**src/rtl/multiband_playback.sv**
```systemverilog
// multiband_playback: mixes NUM_BANDS ROM sample tables per frame strobe with per-band gain, loop/one-shot control and saturation.
module multiband_playback #(
  parameter int NUM_BANDS = 10,
  parameter int DATA_W = 16,
  parameter int MEM_DEPTH = 4036,
  parameter int ADDR_W = $clog2(MEM_DEPTH),
  parameter int GAIN_W = 8,
  parameter int BAND_W = NUM_BANDS > 1 ? $clog2(NUM_BANDS) : 1
) (
  input  logic                        clk,
  input  logic                        rst,
  input  logic                        enable,
  input  logic [NUM_BANDS-1:0]        start,
  input  logic [NUM_BANDS-1:0]        stop,
  input  logic [NUM_BANDS-1:0]        loop_mode,
  input  logic [NUM_BANDS*GAIN_W-1:0] gain,
  output logic                        rom_en,
  output logic [BAND_W-1:0]           rom_band,
  output logic [ADDR_W-1:0]           rom_addr,
  input  logic signed [DATA_W-1:0]    rom_data,
  output logic signed [DATA_W-1:0]    data_out,
  output logic                        valid_out,
  output logic [NUM_BANDS-1:0]        done,
  output logic                        busy,
  output logic                        overrun
);
  localparam int ACC_W = DATA_W + GAIN_W + BAND_W + 1;
  localparam int PROD_W = DATA_W + GAIN_W + 1;
  localparam logic signed [ACC_W-1:0] SAT_MAX = ACC_W'((longint'(1) << (DATA_W - 1)) - 1);
  localparam logic signed [ACC_W-1:0] SAT_MIN = -SAT_MAX - 1;
  typedef enum logic [2:0] {IDLE, ISSUE, WAIT, MAC, OUT} state_t;
  state_t state, state_n;
  logic [BAND_W-1:0] k;
  logic [ADDR_W-1:0] ptr [NUM_BANDS];
  logic [GAIN_W-1:0] gains [NUM_BANDS];
  logic [NUM_BANDS-1:0] active, pend_start, pend_stop, done_acc;
  logic signed [DATA_W-1:0] sample, sat_n;
  logic signed [PROD_W-1:0] prod;
  logic signed [ACC_W-1:0] acc, acc_n, shifted;
  logic accept, last, wrap;
  for (genvar g = 0; g < NUM_BANDS; g++) begin : g_gain
    assign gains[g] = gain[g*GAIN_W +: GAIN_W];
  end
  assign accept = enable && state == IDLE;
  assign last = k == BAND_W'(NUM_BANDS - 1);
  assign wrap = ptr[k] == ADDR_W'(MEM_DEPTH - 1);
  assign prod = sample * $signed({1'b0, gains[k]});
  assign acc_n = active[k] ? acc + ACC_W'(prod) : acc;
  assign shifted = acc_n >>> (GAIN_W - 1);
  assign sat_n = shifted > SAT_MAX ? DATA_W'(SAT_MAX) : shifted < SAT_MIN ? DATA_W'(SAT_MIN) : shifted[DATA_W-1:0];
  assign busy = state != IDLE;
  assign rom_en = state == ISSUE;
  assign rom_band = k;
  assign rom_addr = ptr[k];
  // data_out is loaded on the way into OUT so the valid/done pulse and the new sample line up
  assign valid_out = state == OUT;
  assign done = valid_out ? done_acc : '0;
  always_comb begin
    state_n = state;
    case (state)
      IDLE:    state_n = enable ? ISSUE : IDLE;
      ISSUE:   state_n = WAIT;
      WAIT:    state_n = MAC;
      MAC:     state_n = last ? OUT : ISSUE;
      default: state_n = IDLE;
    endcase
  end
  always_ff @(posedge clk or posedge rst) begin
    if (rst) begin
      state <= IDLE;
      k <= '0;
      active <= '0;
      pend_start <= '0;
      pend_stop <= '0;
      done_acc <= '0;
      sample <= '0;
      acc <= '0;
      data_out <= '0;
      overrun <= 1'b0;
      for (int i = 0; i < NUM_BANDS; i++) ptr[i] <= '0;
    end else begin
      state <= state_n;
      pend_start <= accept ? '0 : pend_start | start;
      pend_stop <= accept ? '0 : pend_stop | stop;
      if (enable && busy) overrun <= 1'b1;
      if (accept) begin
        acc <= '0;
        k <= '0;
        done_acc <= '0;
        for (int i = 0; i < NUM_BANDS; i++) begin
          if (pend_stop[i] || stop[i]) begin
            active[i] <= 1'b0;
            ptr[i] <= '0;
          end else if (pend_start[i] || start[i]) begin
            active[i] <= 1'b1;
            ptr[i] <= '0;
          end
        end
      end
      if (state == WAIT) sample <= rom_data;
      if (state == MAC) begin
        acc <= acc_n;
        k <= last ? '0 : k + 1'b1;
        if (last) data_out <= sat_n;
        if (active[k]) begin
          ptr[k] <= wrap ? '0 : ptr[k] + 1'b1;
          if (wrap && !loop_mode[k]) begin
            active[k] <= 1'b0;
            done_acc[k] <= 1'b1;
          end
        end
      end
    end
  end
endmodule

```
**config.mk**
```make
export PLATFORM = sky130hd
export DESIGN_NAME = multiband_playback
export DESIGN_NICKNAME = d
export VERILOG_FILES = /design/src/rtl/multiband_playback.sv
export SDC_FILE = /design/constraint.sdc
export NUM_CORES = 1
export LEC_CHECK = 0
export ABC_AREA = 1
export CAP_MARGIN = 40
export CORE_ASPECT_RATIO = 1.25
export CORE_MARGIN = 5
export CORE_UTILIZATION = 45
export DETAILED_ROUTE_END_ITERATION = 10
export PLACE_DENSITY = 0.68
export SLEW_MARGIN = 20
export SYNTH_ARGS = -nofsm -noshare
export SYNTH_HDL_FRONTEND = slang
export SYNTH_SLANG_ARGS = --single-unit
```
**constraint.sdc**
```tcl
create_clock -name clk -period 8.5 [get_ports clk]
set_input_delay 2.55 -clock clk [delete_from_list [all_inputs] [get_ports clk]]
set_output_delay 2.55 -clock clk [all_outputs]
set_load 0.01 [all_outputs]
```
# Yosys cells after proc, flatten, opt, wreduce, memory -nomap -nowiden
# Index checks and enable logic that the tools add are counted.
classes:
  add_sub_neg: 3
  mul: 1
  magnitude_cmp: 6
  eq_ne: 7
  muxes: 81
  bitwise: 6
  reduce_logical: 31
op_table:
  columns: ["op", "count"]
  rows:
  - ["2-to-1 mux 120 bit", 3]
  - ["2-to-1 mux 12 bit", 24]
  - ["bitwise mux 120 bit", 1]
  - ["2-to-1 mux 10 bit", 11]
  - ["2-to-1 mux 29 bit", 3]
  - ["binary-select mux 12 bit (select 4 bit)", 1]
  - ["demux 12 bit (select 4 bit)", 1]
  - ["binary-select mux 8 bit (select 4 bit)", 1]
  - ["2-to-1 mux 16 bit", 2]
  - ["bitwise OR 10 bit", 3]
  - ["adder 29 x 25 -> 29 bit", 1]
  - ["multiplier 16 x 9 -> 25 bit", 1]
  - ["2-to-1 mux 1 bit", 24]
  - ["greater-than comparator 22 x 16 -> 1 bit (second input constant)", 1]
  - ["less-than comparator 22 x 16 -> 1 bit (second input constant)", 1]
  - ["logical OR 1 bit", 20]
  - ["2-to-1 mux 8 bit", 2]
  - ["adder 12 x 1 -> 12 bit (second input constant)", 1]
  - ["== test 12 bit (second input constant)", 1]
  - ["2-to-1 mux 4 bit", 3]
  - ["case mux 3 bit (4 select lines)", 1]
  - ["bitwise AND 10 bit", 1]
  - ["NOT 10 bit", 1]
  - ["binary-select mux 1 bit (select 4 bit)", 2]
  - ["other kinds (19)", 25]
totals:
  ff_bits: 229
  input_bits: 129
  out_inout_bits: 46
  elab_cells: 156

# Logic depth before layout (Yosys ltp)
logic_depth:
  depth_word: 10
  mapped_depth: 45

# Least setup slack after synthesis
# Ideal clock, no wire load.
synth_path:
  kind: "in2reg"
  startpoint: "in gain[34]"
  endpoint: "reg data_out[0]"
  setup_time_ns: 0.066
  arrival_time_ns: 7.894
  t_required_ns: 8.434
  setup_slack_ns: 0.541
  stages: 33
  cell_sequence: "a22oi_1 -> a21oi_1 -> a21oi_1 -> nand2_1 -> buf_2 -> nand2_1 -> fa_1 -> inv_1 -> fa_1 -> inv_1 -> fa_1 -> inv_1 -> fa_1 -> inv_1 -> fa_1 -> inv_1 -> ha_1 -> nand2_1 -> nor2_1 -> nand3_1 -> nor2_1 -> nand2_1 -> nand3_1 -> nand2_1 -> a21o_1 -> nand3_1 -> o21ai_0 -> inv_1 -> nand2_1 -> buf_4 -> nand2_1 -> nand2_1 -> nand2_1"
synth_between:
  elab_chain_len: 9
synth_lines:
  columns: ["item", "line", "text"]
  rows:
  - ["from (decl)", "16", "input logic [NUM_BANDS*GAIN_W-1:0] gain,"]
  - ["binary-select mux 8 bit (select 4 bit) (*)", "47", "assign prod = sample * $signed({1'b0, gains[k]});"]
  - ["2-to-1 mux 8 bit (not written as such) (*) (2 in series)", "47", null]
  - ["multiplier 16 x 9 -> 25 bit (*)", "47", null]
  - ["adder 29 x 25 -> 29 bit (*)", "48", "assign acc_n = active[k] ? acc + ACC_W'(prod) : acc;"]
  - ["2-to-1 mux 29 bit (*)", "48", null]
  - ["less-than comparator 22 x 16 -> 1 bit", "50", "assign sat_n = shifted > SAT_MAX ? DATA_W'(SAT_MAX) : shifted < SAT_MIN ? DATA_W'(SAT_MIN) : shifted[DATA_W-1: ..."]
  - ["2-to-1 mux 16 bit", "50", null]
  - ["2-to-1 mux 16 bit (*)", "50", null]
  - ["to (signal assigned)", "104", "if (last) data_out <= sat_n;"]
  - ["to (decl)", "21", "output logic signed [DATA_W-1:0] data_out,"]
# Mark *: on every way between the ends. The rest lies on a longest branch, timed or not. The select of a mux whose other input is x is not followed.
# A chain may end at the register's enable or synchronous reset.

# Worst setup path in the final report
layout_path:
  startpoint: "in gain[4]"
  endpoint: "reg data_out[10]"
# Same word-level chain as after synthesis.

==> reports/summary.md <==
Number of cells on the worst hold path: 1. For the final database, setup skew stands at 30.2 ps. The tools report the routed length on met1 as 21.4 mm.

The count of buffers added on input and output ports is 174. The worst-path maximum fanout works out to 15. Once the floorplan was initialized, standard cells occupied 45.4% of the core. Measured against its own limit, the worst slew margin works out to 41.2%.

The run gives 0 as the total grt overflow. The synthesized design devotes to its leading area cell type 32.3% of total area. Dividing the detail-routed via count by the number of cells gives 5.40. The half-perimeter wire length after detailed placement is 42.2 mm. The kind of cell adding the most delay to the critical path was adder cells. For the final routed database, the setup TNS stands at 0 ps.

For the worst flop-to-flop path, the logic depth is 35. The initialized floorplan defines 81 standard-cell rows. The number of global-route vias before repair is 17.0k. The aggregate global-route resource usage is 25.9%, and the number of buffers inserted by hold repair at cts is 0. After detailed routing, no signal wire sits above met4.

The logs give 2985 for the cell count after placement and 0.939 for the final RePlAce weighted congestion. For this run, the number of standard cells in the final layout without fillers is 3039. The final layout contains 2842 nets. The required time of the worst setup path is 8970 ps, and the number of enable flip-flop cells after synthesis is 0. The number of storage elements in the synthesis netlist was 229; the fmax was 0.122 GHz. The standard cell with the maximum stage delay on the critical path is fa_1.

Of the cells placed in the final design, the portion with a size suffix greater than 1 is 11.2%. The buffer depth of the longest clock path is 3. The library cells used most frequently in the layout, excluding fill and tap cells, are 521 x nand2_1, 447 x inv_1, 229 x dfrtp_1. The final layout contains routed wiring with a total length of 56.9 mm. The die covers 0.0435 mm2. Ranked by total cell area, the synthesized netlist is headed by dfrtp_1 32%, fa_1 15%, nand2_1 11%. Leaving out fill and tap cells, the most frequent cell in the layout is nand2_1. For the worst setup path, the data arrival time is 8660 ps.

Entering global routing, the biggest net connects 188 pins. The critical path contains buffers and inverters numbering 8 combined. Area of the core: 0.0390 mm2. For this run, the leading register cell type out of synthesis is dfrtp_1. The path with the worst hold slack has its endpoint at overrun. Summing the sequential cell areas from Yosys gives 32.3% of the chip area. The peak per-stage delay on the critical path is 650 ps. The cell occurring most often along the worst timing path was nand2_1.

Summed over all instances, the cell type with the most area after synthesis is dfrtp_1. The tree is rooted in a clkbuf_16. The layout has 3607 filler cells.

Width of the die: 187 um. The clock net in this run drives a total of 229 sinks. The die height works out to 232 um.

175 I/O pins were placed. The final clock period utilization by the worst path is 96.3%, and the final antenna-violating net count is 0. Synthesis handed over a netlist of 2305 instances.

The sort of element at the start of the critical path is an input pin. The mean area per synthesized cell was 7.69 um2; the count of unique library cells instantiated by Yosys was 49. The wire length per cell after detailed routing is 18.7 um.

In this run, the number of DRC markers left after iteration 0 of detailed routing was 1206. The area growth from synthesis to layout is 22.6%. The tool flagged a number of max-cap violations equal to 0. Counting flops with an async set or reset pin after synthesis yields a share of 100%.

Critical path start-end classification: input pin to register. The run gives 0 as the final-report hold violation count. The first TritonRoute pass finished after 5 iterations. The net count after synthesis was 2626; the clock-pin slew reported for the worst setup and hold paths after clock tree synthesis was 60 ps.

The met2 wire length was 29.5 mm. Class of the most critical hold timing path: register to register. The H-tree depth came out at 1. In the routed design, unresolved DRC markers number 0. The slack of the worst reg-to-reg path is 900 ps, and the first-pass GRT wire length is 90.9 mm. The wire length on met3 is 3.41 mm, and the final setup violation count is 0. STA classifies the critical path endpoint as a register.

At the end of the flow the core is filled with cells to 55.7%. TritonCTS built the clock tree. The logs give 0 for the number of warnings issued by yosys and 16.4k for the via count. At the pin with the least slew margin, the transition time is 881 ps. The startpoint of the tightest hold check path is overrun. The tools report the final antenna diode count as 0. The run gives 0 as the number of antenna violations at the first check in global routing. The total CTS buffers came out at 26. The final max-slew violation count is 0. The smallest clock period supported by the final layout is computed as 8190 ps. The worst register-to-register path ends at data_out[10]. Clock latency on the worst-skew pair, taken at its later pin, is 560 ps.

The flow ran to the end, and the final reports show no timing, DRC or antenna violations. After synthesis the cells add up to 0.0177 mm2. The startpoint identified for the worst register-to-register timing path is rom_band[0].
==> repair_timing <==
action | 4_1_cts | 5_1_grt
buffers inserted | 0 | 3
setup endpoints to repair | 0 | 18
resized for setup | 0 | 51
==> metal layers <==
metal,GRT usage (%),vias up
li1,-,7677
met1,30.4,7991
met2,48.1,574
met3,3.46,170
met4,9.96,0
met5,0,-
==> worst max-delay path by stage <==
stage / start / to / slack [ps] / cells after the start
floorplan: gain[34] / data_out[0] / 540 / 33
global placement: gain[9] / data_out[8] / -460 / 36
detailed placement: gain[9] / data_out[13] / -460 / 36
CTS: gain[9] / data_out[10] / 80 / 36
global route: gain[16] / data_out[13] / -20 / 32
finish: gain[4] / data_out[10] / 310 / 33
==> Yosys cell counts (all sizes together), types with 2 or more instances <==
master	n
nand2	550
inv	465
dfrtp	229
nand3	179
o21ai	164
fa	129
nor2	126
a21oi	87
ha	63
a22oi	61
clkbuf	58
o22ai	46
buf	45
nand4	22
mux2	16
nor3	11
a31oi	9
or2	9
xor2	7
xnor2	5
a21o	4
a22o	3
nand3b	3
o21bai	3
o21a	2
o221ai	2
==> state kept, by name (all words and copies together) (netlist names) <==
signal / flops
acc: 29
active: 10
data_out: 16
done_acc: 10
overrun: 1
pend_start: 10
pend_stop: 10
ptr: 120
rom_band: 4
sample: 16
state: 3
==> logic make-up after synthesis <==
logic type | share of synthesized area, %
DFF | 32.3
adders and majority gates | 19.0
xor gates and xnor gates | 0.593
muxes | 1.02
and+or+nand+nor | 22.0
buffers and inverters | 12.6
AOI/OAI and AO/OA | 12.5
==> cell type report <==
type	instances	area, um2	share of cell area, %
Inverter	466	1760	8.08
Timing Repair Buffer	290	2780	12.8
Tap cell	498	623	2.87
Sequential cell	229	5730	26.4
Clock inverter	10	113	0.518
Multi-Input combinational cell	1508	9950	45.8
Clock buffer	38	777	3.58
==> per-stage QoR <==
| step | area (um2) | hold WS, ps | setup WS [ps] |
|---|---|---|---|
| 2_1_floorplan | 17700 | 444 | 541 |
| 3_3_place_gp | 20500 | 442 | -465 |
| 3_5_place_dp | 20600 | 458 | -464 |
| 4_1_cts | 21500 | 472 | 77.0 |
| 5_1_grt | 21700 | 495 | -17.7 |
| 6_report | 21700 | 473 | 313 |
Power is left out: the tool's default activity adds up to more than one toggle a clock period on the data nets, which glitch-free logic cannot reach.
